===== config.mk =====
export PLATFORM = sky130hd
export DESIGN_NAME = port_req_issuer
export DESIGN_NICKNAME = d
export VERILOG_FILES = /design/src/rtl/port_req_issuer_pkg.sv /design/src/rtl/port_rob.sv /design/src/rtl/port_req_issuer.sv
export SDC_FILE = /design/constraint.sdc
export NUM_CORES = 1
export LEC_CHECK = 0
export CORE_MARGIN = 2
export CORE_UTILIZATION = 57
export DETAILED_ROUTE_END_ITERATION = 12
export PLACE_DENSITY = 0.85
export SLEW_MARGIN = 10
export SYNTH_ARGS = -nofsm -noshare
export SYNTH_HDL_FRONTEND = slang
export SYNTH_SLANG_ARGS = --single-unit

===== constraint.sdc =====
create_clock -name clk -period 5.3 [get_ports clk]
set_input_delay 1.325 -clock clk [delete_from_list [all_inputs] [get_ports clk]]
set_output_delay 1.325 -clock clk [all_outputs]
set_load 0.01 [all_outputs]

===== src/rtl/port_req_issuer_pkg.sv =====
// Shared widths and reorder-buffer entry states for the port request issuer.
package port_req_issuer_pkg;

  localparam int unsigned ADDR_W    = 12;
  localparam int unsigned DATA_W    = 16;
  localparam int unsigned TAG_W     = 2;
  localparam int unsigned NUM_BANKS = 4;
  localparam int unsigned ROB_DEPTH = 4;

  typedef enum logic [1:0] {
    FREE = 2'd0,
    WAIT = 2'd1,
    DONE = 2'd2
  } rob_state_e;

endpackage


===== src/rtl/port_rob.sv =====
// Reorder buffer: allocates read tags in order, captures bank responses out of order,
// and retires read data to the client in allocation order.
module port_rob
  import port_req_issuer_pkg::*;
#(
  parameter int unsigned TIMEOUT_CYCLES = 63
) (
  input  logic                           clk,
  input  logic                           reset_n,
  input  logic                           alloc,
  input  logic                           retire,
  input  logic [NUM_BANKS-1:0]           bank_valid,
  input  logic [NUM_BANKS*DATA_W-1:0]    bank_data,
  input  logic [NUM_BANKS*TAG_W-1:0]     bank_tag,
  output logic [TAG_W-1:0]               alloc_ptr,
  output logic                           can_alloc,
  output logic                           rsp_valid,
  output logic [DATA_W-1:0]              rsp_data,
  output logic [2:0]                     outstanding,
  output logic                           resp_err,
  output logic                           timeout
);

  localparam int unsigned AgeW = (TIMEOUT_CYCLES < 2) ? 2 : $clog2(TIMEOUT_CYCLES + 1);
  localparam logic [AgeW-1:0] AgeMax     = '1;
  localparam logic [AgeW-1:0] TimeoutVal = AgeW'(TIMEOUT_CYCLES);

  rob_state_e        state_q [ROB_DEPTH];
  rob_state_e        state_d [ROB_DEPTH];
  logic [DATA_W-1:0] data_q  [ROB_DEPTH];
  logic [DATA_W-1:0] data_d  [ROB_DEPTH];
  logic [AgeW-1:0]   age_q   [ROB_DEPTH];
  logic [AgeW-1:0]   age_d   [ROB_DEPTH];
  logic [TAG_W-1:0]  alloc_ptr_q, alloc_ptr_d;
  logic [TAG_W-1:0]  retire_ptr_q, retire_ptr_d;
  logic [TAG_W-1:0]  tag;

  assign alloc_ptr = alloc_ptr_q;
  assign rsp_valid = (state_q[retire_ptr_q] == DONE);
  assign rsp_data  = data_q[retire_ptr_q];
  // When full, the entry retiring this cycle is the one alloc_ptr points at.
  assign can_alloc = (state_q[alloc_ptr_q] == FREE) || (retire && (alloc_ptr_q == retire_ptr_q));

  always_comb begin
    outstanding = 3'd0;
    for (int i = 0; i < ROB_DEPTH; i++) begin
      if (state_q[i] != FREE) outstanding = outstanding + 3'd1;
    end
  end

  always_comb begin
    state_d      = state_q;
    data_d       = data_q;
    resp_err     = 1'b0;
    timeout      = 1'b0;
    tag          = '0;
    alloc_ptr_d  = alloc_ptr_q;
    retire_ptr_d = retire_ptr_q;

    for (int i = 0; i < ROB_DEPTH; i++) begin
      age_d[i] = (age_q[i] == AgeMax) ? age_q[i] : age_q[i] + 1'b1;
      if (TIMEOUT_CYCLES != 0 && state_q[i] == WAIT && age_q[i] >= TimeoutVal) timeout = 1'b1;
    end

    // Checked against the running next state so a duplicate tag in one cycle is flagged.
    for (int b = 0; b < NUM_BANKS; b++) begin
      if (bank_valid[b]) begin
        tag = bank_tag[b*TAG_W +: TAG_W];
        if (state_d[tag] == WAIT) begin
          state_d[tag] = DONE;
          data_d[tag]  = bank_data[b*DATA_W +: DATA_W];
        end else begin
          resp_err = 1'b1;
        end
      end
    end

    if (retire) begin
      state_d[retire_ptr_q] = FREE;
      retire_ptr_d          = retire_ptr_q + 1'b1;
    end

    if (alloc) begin
      state_d[alloc_ptr_q] = WAIT;
      age_d[alloc_ptr_q]   = '0;
      alloc_ptr_d          = alloc_ptr_q + 1'b1;
    end
  end

  always_ff @(posedge clk or negedge reset_n) begin
    if (!reset_n) begin
      for (int i = 0; i < ROB_DEPTH; i++) begin
        state_q[i] <= FREE;
        data_q[i]  <= '0;
        age_q[i]   <= '0;
      end
      alloc_ptr_q  <= '0;
      retire_ptr_q <= '0;
    end else begin
      for (int i = 0; i < ROB_DEPTH; i++) begin
        state_q[i] <= state_d[i];
        data_q[i]  <= data_d[i];
        age_q[i]   <= age_d[i];
      end
      alloc_ptr_q  <= alloc_ptr_d;
      retire_ptr_q <= retire_ptr_d;
    end
  end

endmodule


===== src/rtl/port_req_issuer.sv =====
// Issues client reads/writes to a banked memory port and returns read data in order
// through a 4-entry reorder buffer; keeps sticky protocol and timeout error flags.
module port_req_issuer
  import port_req_issuer_pkg::*;
#(
  parameter int unsigned TIMEOUT_CYCLES = 63
) (
  input  logic                        clk,
  input  logic                        reset_n,
  input  logic                        cl_req_valid,
  output logic                        cl_req_ready,
  input  logic [ADDR_W-1:0]           cl_addr,
  input  logic [DATA_W-1:0]           cl_wdata,
  input  logic                        cl_wen,
  output logic                        cl_rsp_valid,
  input  logic                        cl_rsp_ready,
  output logic [DATA_W-1:0]           cl_rsp_data,
  output logic [ADDR_W-1:0]           port_addr,
  output logic [DATA_W-1:0]           port_data_in,
  output logic                        port_wen,
  output logic [TAG_W-1:0]            port_req_tag_in,
  output logic                        port_valid,
  input  logic                        freeze_inputs,
  input  logic [NUM_BANKS-1:0]        bank_valid_out,
  input  logic [NUM_BANKS*DATA_W-1:0] bank_data_out,
  input  logic [NUM_BANKS*TAG_W-1:0]  bank_req_tag_out,
  output logic [2:0]                  outstanding,
  output logic [1:0]                  err_flags
);

  logic             accept;
  logic             deliver;
  logic             retire;
  logic             can_alloc;
  logic             resp_err;
  logic             timeout;
  logic [TAG_W-1:0] alloc_ptr;

  assign cl_req_ready = reset_n & (~port_valid | ~freeze_inputs) & (cl_wen | can_alloc);
  assign accept       = cl_req_valid & cl_req_ready;
  assign deliver      = port_valid & ~freeze_inputs;
  assign retire       = cl_rsp_valid & cl_rsp_ready;

  // A new request may overwrite the stage in the same cycle the old one delivers.
  always_ff @(posedge clk or negedge reset_n) begin
    if (!reset_n) begin
      port_valid      <= 1'b0;
      port_addr       <= '0;
      port_data_in    <= '0;
      port_wen        <= 1'b0;
      port_req_tag_in <= '0;
    end else if (accept) begin
      port_valid      <= 1'b1;
      port_addr       <= cl_addr;
      port_data_in    <= cl_wdata;
      port_wen        <= cl_wen;
      port_req_tag_in <= alloc_ptr;
    end else if (deliver) begin
      port_valid      <= 1'b0;
    end
  end

  always_ff @(posedge clk or negedge reset_n) begin
    if (!reset_n) begin
      err_flags <= 2'b00;
    end else begin
      err_flags <= err_flags | {timeout, resp_err};
    end
  end

  port_rob #(
    .TIMEOUT_CYCLES(TIMEOUT_CYCLES)
  ) u_rob (
    .clk        (clk),
    .reset_n    (reset_n),
    .alloc      (accept & ~cl_wen),
    .retire     (retire),
    .bank_valid (bank_valid_out),
    .bank_data  (bank_data_out),
    .bank_tag   (bank_req_tag_out),
    .alloc_ptr  (alloc_ptr),
    .can_alloc  (can_alloc),
    .rsp_valid  (cl_rsp_valid),
    .rsp_data   (cl_rsp_data),
    .outstanding(outstanding),
    .resp_err   (resp_err),
    .timeout    (timeout)
  );

endmodule


==> flow_metrics.py <==
metrics = {
    "synthesis": {
        "ys_seq_area_share_pct": 40.8,
        "synth-edff-count": 0,
        "syn_area_per_cell_um2": 11.0,
        "synthesis.area_um2": 8220,
        "syn_nets": 872,
        "ys_ff_latch": 134,
        "ys_types": 57,
        "yosysTopAreaCell": "dfrtp_1",
        "synth_top_area_share_pct": 40.8,
        "async_reset_ff_share_pct": 100,
        "yosysWarnings": 0,
        "dominantRegCellSynth": "dfrtp_1",
        "ys_top_cells_by_area": "dfrtp_1 41%, mux2i_1 8.5%, a221o_1 5.8%, mux2_4 5.5%, a2111oi_0 5.2%",
        "synth_cells": 747,
    },
    "drt": {
        "drt_pass1_iterations": 5,
        "drc": 0,
        "viasPerCell": 6.66,
        "wl_um": 23900,
        "vias": 7235,
        "wl_per_cell_um": 22.0,
        "postRouteAntennaNets": 0,
        "first_iter_violations": 776,
    },
    "critical_path": {
        "reg2reg_to": "u_rob.data_q[26]",
        "critPathCaptureType": "primary output",
        "worst-endpoint-required_ps": 3970,
        "worstReg2RegStart": "u_rob.state_q[3]",
        "cp-start-kind": "input pin",
        "critPathMaxFanout": 8,
        "ff2ff_setup_slack_ps": 2710,
        "setup.worst_path.class": "in -> out",
        "endpoint": "cl_req_ready",
        "cp-startpoint": "cl_rsp_ready",
        "arrival_ps": 2920,
        "rr_worst_depth": 5,
    },
    "die": {
        "chipHeight_um": 124,
        "rows": 43,
        "die_w_um": 124,
        "initial_core_util_pct": 58.8,
        "die_area_um2": 15400,
        "core_um2": 14000,
        "ioPinCount": 165,
    },
    "final_layout": {
        "antenna_cells": 0,
        "final_util_pct": 76.2,
        "area_growth_pct": 29.7,
        "final_common_cell": "clkdlybuf4s50_1",
        "finalInstanceArea_um2": 10700,
        "layout_common_cells": "163 x clkdlybuf4s50_1, 134 x dfrtp_1, 84 x nor2_1",
        "drive_above_1_share_pct": 13.9,
        "final_cells": 1087,
        "nets": 1019,
    },
    "timing": {
        "finalCritPeriodShare_pct": 80.1,
        "skew_ps": 14.6,
        "slew-limit-headroom_pct": 23.3,
        "fmax_ghz": 0.236,
        "finalSetupViolCount": 0,
        "min_period_ps": 4240,
        "rsz0062_at_grt": "no",
        "finalMaxSlewViolations": 0,
        "tightest_slew_ps": 1150,
        "hold_viol_final": 0,
        "tns_ps": 0,
    },
    "clocking": {
        "clk_pin_slew_ps": 60,
        "cts-htree-levels": 4,
        "clock-root-buffer": "clkbuf_16",
        "ctsResizeCount": 0,
        "clock_sinks": 134,
        "clk_latency_ps": 430,
        "cts.path.max_buffers": 2,
        "cts_buffers": 17,
        "cts_setup_buffers": 0,
        "postCtsHoldBufs": 0,
        "cts_tree": "done",
    },
    "global_route": {
        "grt_overflow": 0,
        "grtUsageTotal_pct": 32.1,
        "antenna_found_initial": 0,
        "grt_max_degree": 81,
        "grt_pass1_wl_um": 37600,
        "grt_pass1_vias": 7216,
    },
    "power": {
        "leakage_uw": 0.00480,
        "power.density_nw_per_um2": 262,
        "irDropWorstVdd_v": 0.000231,
        "p_total_uw": 2800,
    },
    "placement": {
        "place_congestion": 0.888,
        "place_area_um2": 10000,
        "hpwl_um": 15400,
        "place_inst": 1055,
        "portBuffers": 164,
    },
    "flow_run": {
        "max-cap-violations": 0,
    },
    "status": {
        "status": "completed",
    },
    "min_path": {
        "hold_class": "reg -> reg",
    },
}
-- kinds of logic after synthesis --
logic type | Yosys count | share of synthesized area [%]
compound gates | 191 | 19.4
xor+xnor | 19 | 2.02
fa+ha+maj | 15 | 2.28
buf+inv | 66 | 3.47
flops | 134 | 40.8
mux | 121 | 19.5
simple gates | 201 | 12.6
-- worst max-delay path, cell delays in order --
cell and delay (ps):
clkdlybuf4s50_1 540, a41oi_4 220, nand2_1 150, and3_1 160
clkdlybuf4s50_1 530
-- power breakdown --
| group | switching, µW | internal (µW) | total [µW] |
|---|---|---|---|
| logic | 156 | 248 | 405 |
| registers | 38.1 | 1090 | 1130 |
| clock network | 453 | 811 | 1260 |
-- state kept, by name, indices dropped and copies added (netlist names) --
register            flops
port_valid              1
u_rob.state_q           8
u_rob.data_q           64
port_req_tag_in         2
port_data_in           16
port_addr              12
port_wen                1
u_rob.age_q            24
u_rob.alloc_ptr         2
u_rob.retire_ptr_q      2
err_flags               2
-- synthesized netlist by cell type (7+ instances only) --
library cell / n
nand2_1: 16
mux2i_1: 70
nand2b_1: 7
inv_1: 12
a21o_1: 17
mux2_4: 30
and3_1: 8
ha_1: 15
or2_2: 7
nor2b_1: 11
a2111oi_0: 49
nand3_1: 24
nor3b_1: 7
mux4_2: 19
a221o_1: 48
xnor2_1: 15
a21oi_1: 26
nor3_1: 8
buf_2: 8
dfrtp_1: 134
a31oi_1: 7
clkbuf_1: 39
nor2_1: 86
a22o_1: 16
-- area by class of cell --
class	count	area (µm²)
flip-flops and latches	134	3350
multi-input cells	547	4630
well taps	180	225
inverters	12	45.0
clock buffers	20	457
clock inverters	12	174
repair buffers	182	1770
fillers	930	3330
-- how the worst min path moves through the flow --
stage	endpoint	cells after the start	startpoint	slack, ps
global placement	u_rob.age_q[4]	1	u_rob.age_q[4]	460
detailed placement	u_rob.age_q[10]	1	u_rob.age_q[10]	470
floorplan	u_rob.age_q[10]	1	u_rob.age_q[10]	440
global route	err_flags[1]	1	err_flags[1]	500
CTS	u_rob.age_q[10]	1	u_rob.age_q[10]	480
finish	u_rob.age_q[10]	1	u_rob.age_q[10]	480
-- metrics by stage --
step | setup WS, ps | hold slack (ps)
after global placement | 1110 | 462
after global routing | 990 | 504
final | 1060 | 484
after CTS | 1060 | 478
after floorplan | 2120 | 440
after detailed placement | 1070 | 465
-- layer usage --
metal / global-route usage (%) / wire length, µm
met1: 40.8 / 9430
met2: 52.9 / 11800
met4: 15.2 / 732
met3: 6.14 / 1970
met5: 0 / 0
Power figures use the tool's default switching activity.
